--- config.mk ---
export PLATFORM = sky130hd
export DESIGN_NAME = apb_i2c_regbank
export DESIGN_NICKNAME = d
export VERILOG_FILES = /design/src/rtl/apb_i2c_pkg.sv /design/src/rtl/apb_i2c_irq.sv /design/src/rtl/apb_i2c_regbank.sv
export SDC_FILE = /design/constraint.sdc
export NUM_CORES = 1
export LEC_CHECK = 0
export ABC_AREA = 1
export CORE_AREA = 2 2 90 135
export CTS_BUF_LIST = sky130_fd_sc_hd__clkbuf_4
export DETAILED_ROUTE_END_ITERATION = 16
export DIE_AREA = 0 0 92 137
export PLACE_DENSITY = 0.86
export SLEW_MARGIN = 40
export SYNTH_ARGS = -nofsm -noshare
export SYNTH_HDL_FRONTEND = slang
export SYNTH_SLANG_ARGS = --single-unit
--- constraint.sdc ---
create_clock -name PCLK -period 6 [get_ports PCLK]
set_input_delay 0.9 -clock PCLK [delete_from_list [all_inputs] [get_ports PCLK]]
set_output_delay 0.9 -clock PCLK [all_outputs]
set_load 0.02 [all_outputs]
--- src/rtl/apb_i2c_pkg.sv ---
// Shared definitions for the APB register bank of the I2C bridge:
// register offsets (PADDR[4:2]), FSM states and STATUS/IRQ bit positions.
package apb_i2c_pkg;

  localparam logic [2:0] OFF_TXDATA   = 3'd0;
  localparam logic [2:0] OFF_RXDATA   = 3'd1;
  localparam logic [2:0] OFF_CONFIG   = 3'd2;
  localparam logic [2:0] OFF_TIMEOUT  = 3'd3;
  localparam logic [2:0] OFF_STATUS   = 3'd4;
  localparam logic [2:0] OFF_IRQ_EN   = 3'd5;
  localparam logic [2:0] OFF_IRQ_STAT = 3'd6;

  typedef enum logic [1:0] {IDLE, WAIT, RESP} state_t;

  localparam int IRQ_TX  = 0;
  localparam int IRQ_RX  = 1;
  localparam int IRQ_ERR = 2;

  localparam int ST_RX_EMPTY = 0;
  localparam int ST_TX_EMPTY = 1;
  localparam int ST_TX_FULL  = 2;
  localparam int ST_ERR      = 3;

endpackage

--- src/rtl/apb_i2c_irq.sv ---
// Interrupt block: edge detection of FIFO/core flags, sticky W1C status,
// masking and registered interrupt outputs.
module apb_i2c_irq
  import apb_i2c_pkg::*;
(
  input  logic       clk,
  input  logic       rst,
  input  logic       tx_empty,
  input  logic       rx_empty,
  input  logic       error,
  input  logic [2:0] w1c,
  input  logic [2:0] irq_en,
  output logic [2:0] stat,
  output logic       int_tx,
  output logic       int_rx,
  output logic       int_err
);

  logic       tx_q, rx_q, err_q;
  logic [2:0] ev;

  always_comb begin
    ev          = '0;
    ev[IRQ_TX]  = tx_empty & ~tx_q;
    ev[IRQ_RX]  = rx_q & ~rx_empty;
    ev[IRQ_ERR] = error & ~err_q;
  end

  always_ff @(posedge clk) begin
    if (rst) begin
      // Start from the current levels so a reset never fabricates an edge.
      tx_q    <= tx_empty;
      rx_q    <= rx_empty;
      err_q   <= error;
      stat    <= '0;
      int_tx  <= 1'b0;
      int_rx  <= 1'b0;
      int_err <= 1'b0;
    end else begin
      tx_q    <= tx_empty;
      rx_q    <= rx_empty;
      err_q   <= error;
      stat    <= (stat & ~w1c) | ev;
      int_tx  <= stat[IRQ_TX]  & irq_en[IRQ_TX];
      int_rx  <= stat[IRQ_RX]  & irq_en[IRQ_RX];
      int_err <= stat[IRQ_ERR] & irq_en[IRQ_ERR];
    end
  end

endmodule

--- src/rtl/apb_i2c_regbank.sv ---
// APB3 slave register bank for the I2C bridge: address decode, wait-state FSM
// with bounded timeout on blocked FIFO accesses, and the register file.
module apb_i2c_regbank
  import apb_i2c_pkg::*;
#(
  parameter int DATA_W   = 32,
  parameter int CFG_W    = 14,
  parameter int TO_W     = 14,
  parameter int WAIT_MAX = 15
) (
  input  logic              PCLK,
  input  logic              PRESET,
  input  logic              PSELx,
  input  logic              PENABLE,
  input  logic              PWRITE,
  input  logic [31:0]       PADDR,
  input  logic [DATA_W-1:0] PWDATA,
  output logic [DATA_W-1:0] PRDATA,
  output logic              PREADY,
  output logic              PSLVERR,
  input  logic [DATA_W-1:0] READ_DATA_ON_RX,
  input  logic              TX_FULL,
  input  logic              TX_EMPTY,
  input  logic              RX_EMPTY,
  input  logic              ERROR,
  output logic [DATA_W-1:0] WRITE_DATA_ON_TX,
  output logic              WR_ENA,
  output logic              RD_ENA,
  output logic [CFG_W-1:0]  I2C_CONFIG,
  output logic [TO_W-1:0]   I2C_TIMEOUT,
  output logic              INT_TX,
  output logic              INT_RX,
  output logic              INT_ERR
);

  localparam int WCNT_W = $clog2(WAIT_MAX + 1);
  localparam logic [WCNT_W-1:0] WCNT_LAST = WCNT_W'(WAIT_MAX - 1);

  state_t            state;
  logic [WCNT_W-1:0] wcnt;
  logic              op_tx;
  logic [2:0]        irq_en;
  logic [2:0]        irq_stat;
  logic [2:0]        off;
  logic              acc_err, is_tx, is_rx, blocked_now, blocked_wait, access;
  logic [2:0]        w1c;
  logic [DATA_W-1:0] rdata;

  assign off    = PADDR[4:2];
  assign access = PSELx & PENABLE;
  assign PREADY = (state == RESP);

  always_comb begin
    case (off)
      OFF_TXDATA:  acc_err = ~PWRITE;
      OFF_RXDATA,
      OFF_STATUS:  acc_err = PWRITE;
      OFF_CONFIG,
      OFF_TIMEOUT,
      OFF_IRQ_EN,
      OFF_IRQ_STAT: acc_err = 1'b0;
      default:     acc_err = 1'b1;
    endcase
    if (PADDR[31:5] != '0 || PADDR[1:0] != 2'b00) acc_err = 1'b1;
  end

  assign is_tx        = ~acc_err &  PWRITE & (off == OFF_TXDATA);
  assign is_rx        = ~acc_err & ~PWRITE & (off == OFF_RXDATA);
  assign blocked_now  = (is_tx & TX_FULL) | (is_rx & RX_EMPTY);
  assign blocked_wait = op_tx ? TX_FULL : RX_EMPTY;

  // W1C lands on the same edge that enters RESP, like every other register write.
  assign w1c = (state == IDLE && access && ~acc_err && PWRITE && off == OFF_IRQ_STAT)
               ? PWDATA[2:0] : 3'b000;

  always_comb begin
    rdata = '0;
    case (off)
      OFF_RXDATA:   rdata = READ_DATA_ON_RX;
      OFF_CONFIG:   rdata = DATA_W'(I2C_CONFIG);
      OFF_TIMEOUT:  rdata = DATA_W'(I2C_TIMEOUT);
      OFF_STATUS:   rdata = DATA_W'({irq_stat[IRQ_ERR], TX_FULL, TX_EMPTY, RX_EMPTY});
      OFF_IRQ_EN:   rdata = DATA_W'(irq_en);
      OFF_IRQ_STAT: rdata = DATA_W'(irq_stat);
      default:      rdata = '0;
    endcase
  end

  always_ff @(posedge PCLK) begin
    if (PRESET) begin
      state            <= IDLE;
      wcnt             <= '0;
      op_tx            <= 1'b0;
      PSLVERR          <= 1'b0;
      PRDATA           <= '0;
      WR_ENA           <= 1'b0;
      RD_ENA           <= 1'b0;
      WRITE_DATA_ON_TX <= '0;
      I2C_CONFIG       <= '0;
      I2C_TIMEOUT      <= '0;
      irq_en           <= '0;
    end else begin
      WR_ENA <= 1'b0;
      RD_ENA <= 1'b0;
      case (state)
        IDLE: if (access) begin
          if (blocked_now) begin
            state <= WAIT;
            wcnt  <= '0;
            op_tx <= is_tx;
          end else begin
            state   <= RESP;
            PSLVERR <= acc_err;
            if (acc_err) PRDATA <= '0;
            else if (PWRITE) begin
              case (off)
                OFF_TXDATA:  begin WR_ENA <= 1'b1; WRITE_DATA_ON_TX <= PWDATA; end
                OFF_CONFIG:  I2C_CONFIG  <= PWDATA[CFG_W-1:0];
                OFF_TIMEOUT: I2C_TIMEOUT <= PWDATA[TO_W-1:0];
                OFF_IRQ_EN:  irq_en      <= PWDATA[2:0];
                default: ;
              endcase
            end else begin
              PRDATA <= rdata;
              RD_ENA <= is_rx;
            end
          end
        end
        WAIT: begin
          if (!PSELx) state <= IDLE;
          else if (!blocked_wait) begin
            state   <= RESP;
            PSLVERR <= 1'b0;
            if (op_tx) begin
              WR_ENA           <= 1'b1;
              WRITE_DATA_ON_TX <= PWDATA;
            end else begin
              RD_ENA <= 1'b1;
              PRDATA <= READ_DATA_ON_RX;
            end
          end else if (wcnt == WCNT_LAST) begin
            state   <= RESP;
            PSLVERR <= 1'b1;
            PRDATA  <= '0;
          end else wcnt <= wcnt + 1'b1;
        end
        RESP: begin
          state   <= IDLE;
          PSLVERR <= 1'b0;
        end
        default: state <= IDLE;
      endcase
    end
  end

  apb_i2c_irq u_irq (
    .clk      (PCLK),
    .rst      (PRESET),
    .tx_empty (TX_EMPTY),
    .rx_empty (RX_EMPTY),
    .error    (ERROR),
    .w1c      (w1c),
    .irq_en   (irq_en),
    .stat     (irq_stat),
    .int_tx   (INT_TX),
    .int_rx   (INT_RX),
    .int_err  (INT_ERR)
  );

endmodule

==> run summary <==
CTS Hold Bufs: 0
Detailed Route WL: 16200 µm
Hold WC Path Type: reg -> reg
Avg Cell Area, Syn: 6.74 µm²
Total number of vias: 5915
Wire length on met3: 1180 µm
Filler cell count: 1010
Worst Path Buf+Inv: 4
Post-Syn Area: 5550 µm²
Row count: 48
Critical path launch point type: primary input
Layout cells sized above 1: 5.99%
Main synth FF type: dfxtp_1
Setup bufs post-CTS: 0
H-tree depth: 4
Cell family with most CP delay: simple AND/OR/NAND/NOR gates
Fin crit share: 61.0%
Nets: 1116
Total congestion overflow: 0
Most common cell type on the critical path: nand2_1
Via/cell ratio: 5.06
Hpwl dp: 11900 µm
Setup CP Type: in -> reg
Die extent in y: 137 µm
Minimum setup slack among reg-to-reg paths: 2900 ps
CTS root buffer: clkbuf_4
Gpl congestion: 0.893
Layout area overhead: 41.1%
DRC viols: 0
P_int: 0.00127 W
Crit path max fanout: 33
Slowest CP cell: clkdlybuf4s50_1
Comb power frac: 22.0%
Most common cell after layout, fill and taps aside: clkdlybuf4s50_1
Crit. End Element: flip-flop
Final hold vios: 0
Req. time, crit path: 6400 ps
Sequential cell area fraction in the yosys report: 41.1%
Peak supply drop: 0.167 mV
Fin. max-slew vios: 0
Post-synth ARST share: 0%
Cell Pwr Density: 231 nW/µm²
F_max: 273 MHz
DR WL met2: 8390 µm
Unrepaired setup endpoints after global routing: false
Post-DR wirelength/cell: 13.8 µm
Synth warnings: 0
Initial core utilization: 48.6%
Cell Chain, Critical Path: clkdlybuf4s50_1, inv_2, nand3_2, nand2_1, nand2_1, nand2_2, inv_4, nand2_4, inv_2, nand2_1, a21oi_4, nand2_2, nand2_1, a21oi_1
Most frequent cells in the layout: clkdlybuf4s50_1 (202), nor2_1 (188), nand2_1 (162)
# resized after CTS: 0
Port bufs: 203
Status: finished, final reports clean
Initial antenna violation count: 1
Vias in the first global route: 5409
Clock network power share: 32.6%
Crit-path max cell delay: 680 ps
Net switching power figure: 0.000540 W
Die Footprint: 12600 µm²
DRT iter0 DRCs: 296
First-pass GRT wire length: 25100 µm
Slew headroom: 46.5%
WP data arrival: 4060 ps
Setup Skew: 21.1 ps
Inst Count DP: 1136
GR Util All Layers: 25.1%
Cell Count, Final, Fillers Out: 1169
Clock Sink Count: 114
Sw frac: 29.9%
Worst-Skew Late Latency: 540 ps
Final Critical Period: 3660 ps
Core area: 11400 µm²
EDFF count, synth: 0
Number of buffers created by CTS: 17
Max Used Layer: met4
Met1 wire length: 6080 µm
ANT nets after route: 0
Max_cap viols: 0
Worst-margin pin slew: 801 ps
Post-synthesis register bit count: 114
Synth Net Count: 934
Leak: 3.18 nW
CTS tree: yes
Final setup violation count: 0
Setup_tns: 0 ps
Number of distinct library cells after synthesis: 34
Cells after synthesis: 823
CTS max path bufs: 2
DIE WIDTH: 92 µm
IO Pins: 204
CTS clk-pin slew, worst paths: 110 ps
DRT Pass-1 Iters: 5
Largest net degree at the start of global routing: 57
Flop pwr share: 45.4%
layout make-up:
type / count / area [µm²] / share of cell area [%]
Inverter: 95 / 359 / 4.59
Timing Repair Buffer: 205 / 2040 / 26.1
Clock inverter: 15 / 164 / 2.09
Tap cell: 150 / 188 / 2.40
Clock buffer: 17 / 128 / 1.63
Sequential cell: 114 / 2280 / 29.1
Antenna cell: 1 / 2.50 / 0.0320
Multi-Input combinational cell: 572 / 2670 / 34.0
per-layer routing:
metal	vias up	global-route usage (%)
met4	0	12.1
li1	2980	-
met5	-	0
met1	2654	26.8
met3	36	7.49
met2	245	44.9
flip-flops by register name, summed over array words and instances (netlist names), 2 cells and up:
register and flops:
I2C_CONFIG 14, I2C_TIMEOUT 14, PRDATA 32, WRITE_DATA_ON_TX 32, irq_en 3, state 2
u_irq.stat 3, wcnt 4
worst register-to-register path, cell delays in order (launching register included):
cell and delay [ps]:
dfxtp_1 370, inv_1 90, ha_1 280, inv_1 270, o21ai_1 140, nor2_1 140
o21ai_0 160, a21oi_4 650, nand2_2 610, nand2_1 210, a21oi_1 80
final timing paths:
check / start / end / cells after the start
worst max-delay path: PADDR[4] / WRITE_DATA_ON_TX[31] / 14
worst min-delay path: u_irq.stat[0] / u_irq.int_tx / 2
worst max register to register: state[1] / WRITE_DATA_ON_TX[31] / 10
worst min register to register: u_irq.stat[0] / u_irq.int_tx / 2
Yosys cell counts (11+ instances only):
| master | count | area share (%) |
|---|---|---|
| o21ai_0 | 22 | 2.0 |
| nor2_1 | 189 | 13 |
| a21oi_1 | 44 | 4.0 |
| dfxtp_1 | 114 | 41 |
| a221oi_1 | 11 | 1.7 |
| clkbuf_1 | 18 | 1.2 |
| nand3_1 | 51 | 4.6 |
| o21ai_1 | 21 | 1.9 |
| nand2_1 | 162 | 11 |
| inv_1 | 89 | 6.0 |
| nand4_1 | 15 | 1.7 |
| o22ai_1 | 15 | 1.7 |
per-stage QoR:
stage | hold WS, ps | util, % | worst slack, ps | total power, W | area (µm²)
after floorplan | 427 | - | 3680 | 0.00105 | 5550
after global routing | 470 | 68.6 | 2060 | 0.00190 | 7830
after detailed placement | 443 | 66.0 | 1800 | 0.00123 | 7530
after CTS | 456 | 68.6 | 2370 | 0.00182 | 7830
after global placement | 440 | 66.0 | 1900 | 0.00123 | 7530
final | 458 | 68.6 | 2340 | 0.00181 | 7830
power groups by stage:
stage | clock (W) | combinational (W) | sequential, W
4_1_cts | 0.000596 | 0.000400 | 0.000821
5_1_grt | 0.000635 | 0.000439 | 0.000825
3_3_place_gp | 0 | 0.000392 | 0.000837
2_1_floorplan | 0 | 0.000168 | 0.000883
6_report | 0.000589 | 0.000399 | 0.000821
3_5_place_dp | 0 | 0.000397 | 0.000838
cells by family after synthesis:
logic type               synth area share (%)
AO/OA/AOI/OAI                            11.7
multiplexers                            0.180
flip-flops                               41.1
AND/OR/NAND/NOR                          34.2
XOR/XNOR                                0.316
adder cells (fa/ha/maj)                  1.35
buffers and inverters                    11.1
(Power assumes the default switching activity.)
